--- src/rtl/ps2_pkg.sv ---
// Shared PS/2 definitions: transmitter states, keyboard command bytes and
// the scan codes the display logic decodes.
package ps2_pkg;

  typedef enum logic [2:0] {
    IDLE,
    INHIBIT,
    REQ,
    SHIFT,
    ACK,
    WAIT_IDLE
  } ps2_tx_state_e;

  localparam logic [7:0] CMD_SET_LED = 8'hED;
  localparam logic [7:0] CMD_RESET   = 8'hFF;
  localparam logic [7:0] CMD_ECHO    = 8'hEE;

  localparam logic [7:0] KEY_W       = 8'h1D;
  localparam logic [7:0] KEY_A       = 8'h1C;
  localparam logic [7:0] KEY_S       = 8'h1B;
  localparam logic [7:0] KEY_D       = 8'h23;
  localparam logic [7:0] KEY_SPACE   = 8'h29;
  localparam logic [7:0] KEY_ENTER   = 8'h5A;
  localparam logic [7:0] KEY_EXT     = 8'hE0;
  localparam logic [7:0] KEY_BREAK   = 8'hF0;

  // PS/2 frames carry odd parity: the bit makes the total count of ones odd.
  function automatic logic odd_parity(input logic [7:0] d);
    return ~^d;
  endfunction

endpackage

--- src/rtl/ps2_line_sync.sv ---
// Brings the asynchronous PS2Clk/PS2Data pins into the clk domain and flags
// falling edges of the synchronized clock line.
module ps2_line_sync (
  input  logic clk,
  input  logic rst_n,
  input  logic i_clk_raw,
  input  logic i_data_raw,
  output logic o_sync_clk,
  output logic o_sync_data,
  output logic o_clk_fall
);

  logic [1:0] r_clk_ff;
  logic [1:0] r_data_ff;
  logic       r_clk_prev;

  // Two-stage synchronizers; reset to the idle-high bus level so reset
  // release never looks like an edge.
  always_ff @(posedge clk or negedge rst_n) begin
    if (!rst_n) begin
      r_clk_ff   <= 2'b11;
      r_data_ff  <= 2'b11;
      r_clk_prev <= 1'b1;
    end else begin
      r_clk_ff   <= {r_clk_ff[0], i_clk_raw};
      r_data_ff  <= {r_data_ff[0], i_data_raw};
      r_clk_prev <= r_clk_ff[1];
    end
  end

  assign o_sync_clk  = r_clk_ff[1];
  assign o_sync_data = r_data_ff[1];
  assign o_clk_fall  = r_clk_prev & ~r_clk_ff[1];

endmodule

--- src/rtl/ps2_host_tx.sv ---
// Host-to-device PS/2 command transmitter. Runs the request-to-send sequence
// (clock inhibit, start bit, 8 data bits LSB first, odd parity, stop, device
// ack) through open-drain output enables, with an overall timeout.
//
// state     | meaning
// ----------+-----------------------------------------------------------
// IDLE      | ready for a command byte, both lines released
// INHIBIT   | holding PS2Clk low; PS2Data pulled low in the last cycle
// REQ       | PS2Clk released, start bit on PS2Data, timeout cleared
// SHIFT     | device clocks: each fall drives the next frame bit
// ACK       | stop bit out; next fall samples the device ack
// WAIT_IDLE | waiting for both lines high before reporting the result
module ps2_host_tx
  import ps2_pkg::*;
#(
  parameter int INHIBIT_CYCLES = 10000,
  parameter int TIMEOUT_CYCLES = 1500000
) (
  input  logic       clk,
  input  logic       reset,
  input  logic [7:0] tx_data,
  input  logic       tx_valid,
  output logic       tx_ready,
  input  logic       ps2_clk_in,
  input  logic       ps2_data_in,
  output logic       ps2_clk_oe,
  output logic       ps2_data_oe,
  output logic       busy,
  output logic       rx_inhibit,
  output logic       done,
  output logic       ack_err
);

  localparam int IW = $clog2(INHIBIT_CYCLES);
  localparam int TW = $clog2(TIMEOUT_CYCLES);
  localparam logic [IW-1:0] INH_LOAD = IW'(INHIBIT_CYCLES - 1);
  localparam logic [TW-1:0] TO_LAST  = TW'(TIMEOUT_CYCLES - 1);
  localparam logic [3:0]    IDX_STOP = 4'd9;

  ps2_tx_state_e r_state;
  ps2_tx_state_e w_next_state;

  logic [9:0]    r_frame;
  logic [3:0]    r_idx;
  logic          r_data_oe;
  logic          r_ack_bad;
  logic [IW-1:0] r_inh_cnt;
  logic [TW-1:0] r_to_cnt;

  logic w_sync_clk;
  logic w_sync_data;
  logic w_clk_fall;
  logic w_timed;
  logic w_timeout;
  logic w_tx_ready;
  logic w_clk_oe;
  logic w_data_oe;
  logic w_done;
  logic w_ack_err;

  ps2_line_sync u_sync (
    .clk         (clk),
    .rst_n       (reset),
    .i_clk_raw   (ps2_clk_in),
    .i_data_raw  (ps2_data_in),
    .o_sync_clk  (w_sync_clk),
    .o_sync_data (w_sync_data),
    .o_clk_fall  (w_clk_fall)
  );

  assign w_timed   = (r_state == SHIFT) || (r_state == ACK) || (r_state == WAIT_IDLE);
  assign w_timeout = w_timed && (r_to_cnt == TO_LAST);

  // State register.
  always_ff @(posedge clk or negedge reset) begin
    if (!reset) r_state <= IDLE;
    else        r_state <= w_next_state;
  end

  // Next state and outputs; a timeout overrides any coincident fall or idle.
  always_comb begin
    w_next_state = r_state;
    w_tx_ready   = 1'b0;
    w_clk_oe     = 1'b0;
    w_data_oe    = 1'b0;
    w_done       = 1'b0;
    w_ack_err    = 1'b0;
    case (r_state)
      IDLE: begin
        w_tx_ready = 1'b1;
        if (tx_valid) w_next_state = INHIBIT;
      end
      INHIBIT: begin
        w_clk_oe = 1'b1;
        if (r_inh_cnt == '0) begin
          w_data_oe    = 1'b1;
          w_next_state = REQ;
        end
      end
      REQ: begin
        w_data_oe    = 1'b1;
        w_next_state = SHIFT;
      end
      SHIFT: begin
        if (w_timeout) begin
          w_ack_err    = 1'b1;
          w_next_state = IDLE;
        end else begin
          w_data_oe = r_data_oe;
          if (w_clk_fall && (r_idx == IDX_STOP)) w_next_state = ACK;
        end
      end
      ACK: begin
        if (w_timeout) begin
          w_ack_err    = 1'b1;
          w_next_state = IDLE;
        end else begin
          w_data_oe = r_data_oe;
          if (w_clk_fall) w_next_state = WAIT_IDLE;
        end
      end
      WAIT_IDLE: begin
        if (w_timeout) begin
          w_ack_err    = 1'b1;
          w_next_state = IDLE;
        end else begin
          w_data_oe = r_data_oe;
          if (w_sync_clk && w_sync_data) begin
            w_done       = ~r_ack_bad;
            w_ack_err    = r_ack_bad;
            w_next_state = IDLE;
          end
        end
      end
      default: w_next_state = IDLE;
    endcase
  end

  // Frame latch, inhibit down-counter, timeout counter, bit shifter, ack flag.
  always_ff @(posedge clk or negedge reset) begin
    if (!reset) begin
      r_frame   <= '0;
      r_idx     <= '0;
      r_data_oe <= 1'b0;
      r_ack_bad <= 1'b0;
      r_inh_cnt <= '0;
      r_to_cnt  <= '0;
    end else begin
      case (r_state)
        IDLE: begin
          r_data_oe <= 1'b0;
          if (tx_valid) begin
            r_frame   <= {1'b1, odd_parity(tx_data), tx_data};
            r_inh_cnt <= INH_LOAD;
          end
        end
        INHIBIT: begin
          if (r_inh_cnt != '0) r_inh_cnt <= r_inh_cnt - IW'(1);
        end
        REQ: begin
          r_to_cnt  <= '0;
          r_idx     <= '0;
          r_data_oe <= 1'b1;
          r_ack_bad <= 1'b0;
        end
        SHIFT, ACK, WAIT_IDLE: begin
          if (r_to_cnt != TO_LAST) r_to_cnt <= r_to_cnt + TW'(1);
          if (w_timeout) begin
            r_data_oe <= 1'b0;
          end else if (w_clk_fall) begin
            if (r_state == SHIFT) begin
              r_data_oe <= ~r_frame[r_idx];
              r_idx     <= r_idx + 4'd1;
            end else if (r_state == ACK) begin
              r_ack_bad <= w_sync_data;
            end
          end
        end
        default: r_data_oe <= 1'b0;
      endcase
    end
  end

  assign tx_ready    = w_tx_ready;
  assign ps2_clk_oe  = w_clk_oe;
  assign ps2_data_oe = w_data_oe;
  assign busy        = (r_state != IDLE);
  assign rx_inhibit  = busy;
  assign done        = w_done;
  assign ack_err     = w_ack_err;

endmodule
--- config.mk ---
export PLATFORM = sky130hd
export DESIGN_NAME = ps2_host_tx
export DESIGN_NICKNAME = d
export VERILOG_FILES = /design/src/rtl/ps2_pkg.sv /design/src/rtl/ps2_line_sync.sv /design/src/rtl/ps2_host_tx.sv
export SDC_FILE = /design/constraint.sdc
export NUM_CORES = 1
export LEC_CHECK = 0
export ABC_CLOCK_PERIOD_IN_PS = 2300
export CAP_MARGIN = 20
export CORE_MARGIN = 2
export CORE_UTILIZATION = 30
export DETAILED_ROUTE_END_ITERATION = 8
export SYNTH_ARGS = -nofsm -noshare
export SYNTH_HDL_FRONTEND = slang
export SYNTH_SLANG_ARGS = --single-unit
--- constraint.sdc ---
create_clock -name clk -period 2.3 [get_ports clk]
set_input_delay 0.46 -clock clk [delete_from_list [all_inputs] [get_ports clk]]
set_output_delay 0.46 -clock clk [all_outputs]
set_load 0.1 [all_outputs]
==> flow_summary.yaml, run 1 <==
place:
  dpl_cell_area_um2: 3760
  placed_cells: 494
  port_buffers: 19
  hpwl_um: 4840
  place_ws_ns: 0.0594
  place_congestion: 0.814
worst_setup_path:
  worstPathRequired_ns: 1.84
  setup.worst_path.start_class: "flip-flop"
  slowest_stage: "dfrtp_1"
  crit_type: "reg -> out"
  worst_ep_arrival_time_ns: 2.04
  worst_setup_path_end_kind: "output pin"
  crit_fanout: 3
  worst-path-buf-inv: 1
  rrSetupSlack_ns: 0.29
  cp_slowest_stage_delay_ns: 0.39
  path_cells: "nor4b_2 > nand4_1 > or2_1 > o22ai_2 > a22o_2 > buf_12"
  crit_family: "simple AND/OR/NAND/NOR gates"
floorplan:
  fp.dieArea_um2: 11500
  ios: 20
  die_w_um: 107
  fp.coreArea_um2: 10400
  initial_core_util: 0.310
  die_h_um: 107
  fp-row-count: 37
yosys:
  syn-cell-area_um2: 3210
  synth_ff_type: "dfrtp_1"
  syn_inst: 334
  yosys_warnings: 0
  synth_top_area_frac: 0.421
  ys_types: 60
  synthArstFlopShare: 1.00
  synthesis.nets: 352
  synth_top_area_cell: "dfrtp_1"
  synth.area.top_cells: "dfrtp_1, nand2_1, xnor2_1"
  ys_ff_latch: 59
  synth_edf_count: 0
  avgSynthCellArea_um2: 9.61
  yosysSeqAreaShare: 0.462
power:
  combPwrFrac: 0.198
  p_total_mw: 2.64
  p_leak_nw: 1.67
  ir_drop_uv: 362
  cell_internal_pwr_mw: 1.79
  clock_power_share: 0.311
  switching_share: 0.324
  power_frac_seq: 0.492
  power_density_nw_per_um2: 659
  p_switching_uw: 856
route:
  wl_per_cell_um: 13.5
  initialDrtViolationCount: 148
  vias: 2520
  drt_pass1_iterations: 4
  via_per_inst: 4.90
  routed_wl_um: 6950
  drc_errors: 0
  drtAntennaViolNets: 0
global_route:
  grt_overflow: 0
  grt_pass1_wl_um: 12100
  gr-usage-all-layers: 0.131
  grt_max_degree: 38
  antenna_found_initial: 0
  grt_pass1_vias: 2487
clock_tree:
  cts_root_buffer: "clkbuf_8"
  cts.sinks: 59
  tritoncts: "done"
  clock_path_buffers: 2
  numCtsBuffers: 9
  clkLatencyLatePin_ns: 0.34
  clkTransAtPathRegs_ns: 0.07
  cts.htree.levels: 3
  postCtsHoldBufs: 0
finish:
  layout_commonest_cell: "dfrtp_1"
  fillers: 1040
  area_growth_pct: 24.8
  final_cell_mix: "dfrtp_1, nand2_1, nor2_1"
  multi_input_area_um2: 1730
  fin_area_um2: 4010
  instances_no_fill: 514
  final_util: 0.386
  seqCellArea_um2: 1480
  fin_nets: 391
  diodes: 0
  drive_gt1_frac: 0.209
timing:
  drv_slew: 0
  holdWs_ns: 0.0779
  layout_min_cycle_time_ns: 2.50
  fin_crit_sh: 1.09
  hold_violations: 0
  finalSetupTns_ns: -0.486
  tightest_slew_ns: 0.608
  max-slew-margin-rel: 0.594
  rsz0062_at_grt: "true"
  setup_violations: 3
  max_freq_mhz: 400
  setup_slack_ns: -0.203
  fin_skew_ns: 0.0103
run_status:
  status: "finished with violations"
  violations: "setup timing"
min_path:
  holdCritPathClass: "in -> async"
run:
  drv_cap: 0
==> synth_stat cells, types with 2 or more instances <==
library cell,n
and3_1,2
a22o_1,3
a21o_1,3
nand4_1,3
o211ai_1,4
dfstp_2,5
a21oi_1,8
o21ai_0,9
clkbuf_1,6
nor4b_1,5
nand2b_1,3
nor3_1,8
dfrtp_1,54
and4_1,3
mux2i_1,2
nor3b_1,2
inv_1,10
or3_1,2
xor2_1,11
a31oi_1,2
nor2_1,36
nor4_1,4
xnor2_1,18
nand3_1,19
buf_2,5
and2_1,4
o31ai_1,5
mux4_2,2
nor2b_1,4
a221o_1,2
or2_2,3
nand2_1,49
ha_1,5
or4_1,6
nand4_2,2
==> cells by family (layout without fill, tap and decap cells) <==
| family | after synthesis | after routing | synth area share |
|---|---|---|---|
| AND/OR/NAND/NOR | 168 | 168 | 0.285 |
| adder cells (fa/ha/maj) | 5 | 5 | 0.0195 |
| multiplexers | 5 | 5 | 0.0238 |
| AO/OA/AOI/OAI | 46 | 46 | 0.102 |
| buffers and inverters | 22 | 66 | 0.0288 |
| flip-flops | 59 | 59 | 0.462 |
| XOR/XNOR | 29 | 29 | 0.0791 |
==> power groups by stage <==
stage | logic (mW) | registers [mW] | clock network (mW)
after floorplan | 0.382 | 1.29 | 0
after global placement | 0.515 | 1.31 | 0
after detailed placement | 0.525 | 1.32 | 0
after CTS | 0.530 | 1.30 | 0.837
after global routing | 0.585 | 1.32 | 0.889
final | 0.522 | 1.30 | 0.820
==> flip-flops by register name (all words and copies together) (netlist names) <==
name / cells
r_data_oe: 1
u_sync.r_data_ff: 2
r_state: 3
r_idx: 4
u_sync.r_clk_prev: 1
r_frame: 10
r_inh_cnt: 14
r_ack_bad: 1
u_sync.r_clk_ff: 2
r_to_cnt: 21
==> worst register-to-register path, delay by kind of cell, from the launching register on <==
kind	cells	cell delay, ns
compound gates	3	0.74
fa+ha+maj	1	0.19
buf+inv	2	0.30
flops	1	0.36
simple gates	2	0.36
==> area by class of cell <==
cell class	count	share of cell area
inverters	10	0.0103
flip-flops and latches	59	0.370
clock buffers	11	0.0328
well taps	136	0.0425
repair buffers	40	0.106
clock inverters	5	0.00749
multi-input cells	253	0.431
==> what timing repair did <==
item / in CTS / in global routing
pin swaps: 8 / 4
endpoints found under the setup margin: 3 / 9
resized for setup: 8 / 3
buffers inserted: 3 / 1
==> worst paths after layout <==
check | startpoint | cells after the start | endpoint
min in group clk | u_sync.r_data_ff[0]$_DFF_PN1_ | 0 | u_sync.r_data_ff[1]$_DFF_PN1_
max in group asynchronous | reset | 2 | u_sync.r_clk_prev$_DFF_PN1_
hold reg to reg | u_sync.r_data_ff[0]$_DFF_PN1_ | 0 | u_sync.r_data_ff[1]$_DFF_PN1_
setup reg to reg | r_to_cnt[0]$_DFFE_PN0P_ | 8 | r_idx[0]$_DFFE_PN0P_
hold / removal | reset | 1 | r_to_cnt[17]$_DFFE_PN0P_
setup / recovery | r_to_cnt[7]$_DFFE_PN0P_ | 6 | ack_err
==> per-layer routing <==
metal | part of all wire | vias to the layer above | GRT usage
li1 | - | 1253 | -
met1 | 0.49 | 1223 | 0.183
met2 | 0.47 | 34 | 0.199
met3 | 0.033 | 10 | 0.0303
met4 | 0.017 | 0 | 0.0458
met5 | 0 | - | 0
(Power assumes the default switching activity.)
==> inputs of run 2 (changes only) <==
Settings changed: ABC_CLOCK_PERIOD_IN_PS 2300 to 2990.
Clock period 2.3 ns to 2.99 ns, I/O delays scaled along.
==> flow_summary.yaml, run 2 (synthesis gave the netlist of run 1 again) <==
run_status:
  status: "finished, final reports clean"
clock_tree:
  clock_path_buffers: 2
  tritoncts: "done"
  clkTransAtPathRegs_ns: 0.07
  numCtsBuffers: 9
  cts.htree.levels: 3
  cts.sinks: 59
  clkLatencyLatePin_ns: 0.34
  postCtsHoldBufs: 0
  cts_root_buffer: "clkbuf_8"
route:
  drtAntennaViolNets: 0
  via_per_inst: 5.04
  wl_per_cell_um: 13.6
  routed_wl_um: 6800
  drt_pass1_iterations: 4
  drc_errors: 0
  initialDrtViolationCount: 142
  vias: 2517
power:
  p_leak_nw: 1.58
  power_density_nw_per_um2: 577
  ir_drop_uv: 389
  p_total_mw: 2.21
global_route:
  grt_use_met3: 0.0242
  grt_pass1_vias: 2521
  antenna_found_initial: 0
  grt_pass1_wl_um: 11900
  grt_overflow: 0
  grt.met1_usage: 0.167
  busiest_layer: "met2"
  gr-usage-all-layers: 0.128
  grt_max_degree: 32
  met2_usage: 0.209
run:
  drv_cap: 0
finish:
  fin_nets: 376
  final_util: 0.370
  diodes: 0
  largestRegisters: "r_to_cnt x21, r_inh_cnt x14, r_frame x10"
  largest_reg_flops: 21
  layout_commonest_cell: "dfrtp_1"
  largest_register: "r_to_cnt"
  drive_gt1_frac: 0.149
  final_cell_mix: "dfrtp_1, nand2_1, nor2_1"
  area_growth_pct: 19.5
  fin_area_um2: 3840
floorplan:
  fp.coreArea_um2: 10400
  die_w_um: 107
  initial_core_util: 0.310
  fp.dieArea_um2: 11500
  fp-row-count: 37
  die_h_um: 107
  ios: 20
worst_setup_path:
  slowest_stage: "dfrtp_1"
  cp_slowest_stage_delay_ns: 0.39
  crit_type: "reg -> out"
  path_cells: "ha_1 > and4_1 > nand4_2 > or2_1 > o22ai_1 > a22o_1 > buf_12"
  setup.worst_path.start_class: "flip-flop"
  worst_setup_path_end_kind: "output pin"
  crit_fanout: 5
  worst_ep_arrival_time_ns: 2.29
  worstPathRequired_ns: 2.39
timing:
  max-slew-margin-rel: 0.534
  fin_crit_sh: 0.966
  max_freq_mhz: 346
  setup_violations: 0
  fin_skew_ns: 0.00491
  tightest_slew_ns: 0.700
  drv_slew: 0
  layout_min_cycle_time_ns: 2.89
  hold_violations: 0
place:
  dpl_cell_area_um2: 3590
  hpwl_um: 4780
  place_congestion: 0.798
  port_buffers: 19
min_path:
  holdCritPathClass: "in -> async"
## run 2: changes by cell type in the layout (fill, tap and decap cells not counted), sizes merged
cell,before,now
buf,29,14
bufinv,0,2
clkinv,3,1
clkinvlp,3,1
clkbuf,11,12
inv,9,10
## run 2: path summary, 6_finish.rpt
path                                            endpoint                          start  slack [ns]  cells past startpoint
min                             r_inh_cnt[7]$_DFFE_PN0P_                          reset        0.30                      1
max                                              ack_err        r_to_cnt[0]$_DFFE_PN0P_        0.10                      7
min in group clk           u_sync.r_data_ff[1]$_DFF_PN1_  u_sync.r_data_ff[0]$_DFF_PN1_        0.36                      0
min reg2reg                u_sync.r_data_ff[1]$_DFF_PN1_  u_sync.r_data_ff[0]$_DFF_PN1_        0.36                      0
max in group asynchronous    u_sync.r_clk_prev$_DFF_PN1_                          reset        2.03                      2
max reg2reg                     r_to_cnt[16]$_DFFE_PN0P_        r_to_cnt[0]$_DFFE_PN0P_        0.91                      6
## run 2: final cells by class
cell class	instances	area [µm²]
Clock buffer	12	155
Tap cell	136	170
Sequential cell	59	1480
Inverter	10	37.5
Fill cell	1051	6530
Multi-Input combinational cell	253	1660
Clock inverter	4	72.6
Timing Repair Buffer	25	263
## run 2: where the power goes
part / internal, mW / total, mW / switching, mW
Clock: 0.514 / 0.837 / 0.324
Combinational: 0.158 / 0.378 / 0.220
Sequential: 0.902 / 0.999 / 0.0971
## run 2: metrics by stage
| stage | setup WS, ns | TNS (ns) | instances | hold WS [ns] |
|---|---|---|---|---|
| floorplan | -0.369 | -0.369 | 334 | 0.302 |
| global placement | 0.434 | 0 | 482 | 0.346 |
| detailed placement | 0.367 | 0 | 482 | 0.348 |
| CTS | 0.0650 | 0 | 498 | 0.315 |
| global route | -0.00652 | -0.00652 | 499 | 0.341 |
| finish | 0.101 | 0 | 499 | 0.296 |
## run 2: layer usage
| layer | part of all wire | vias up |
|---|---|---|
| met5 | 0 | - |
| met4 | 0.016 | 0 |
| met3 | 0.037 | 11 |
| met2 | 0.47 | 46 |
| met1 | 0.48 | 1237 |
| li1 | - | 1223 |
## run 2: critical path, delay by kind of cell (launching register included)
kind,cells,cell delay [ns]
AND/OR/NAND/NOR,3,0.78
AO/OA/AOI/OAI,2,0.40
flip-flops,1,0.39
adder cells (fa/ha/maj),1,0.19
buffers and inverters,1,0.19
## run 2: timing repair
item                       CTS  global route
setup buffers                0             1
setup endpoints to repair    1             1
hold endpoints to repair     0             0
resized for setup            1             1
pin swaps                    0             1
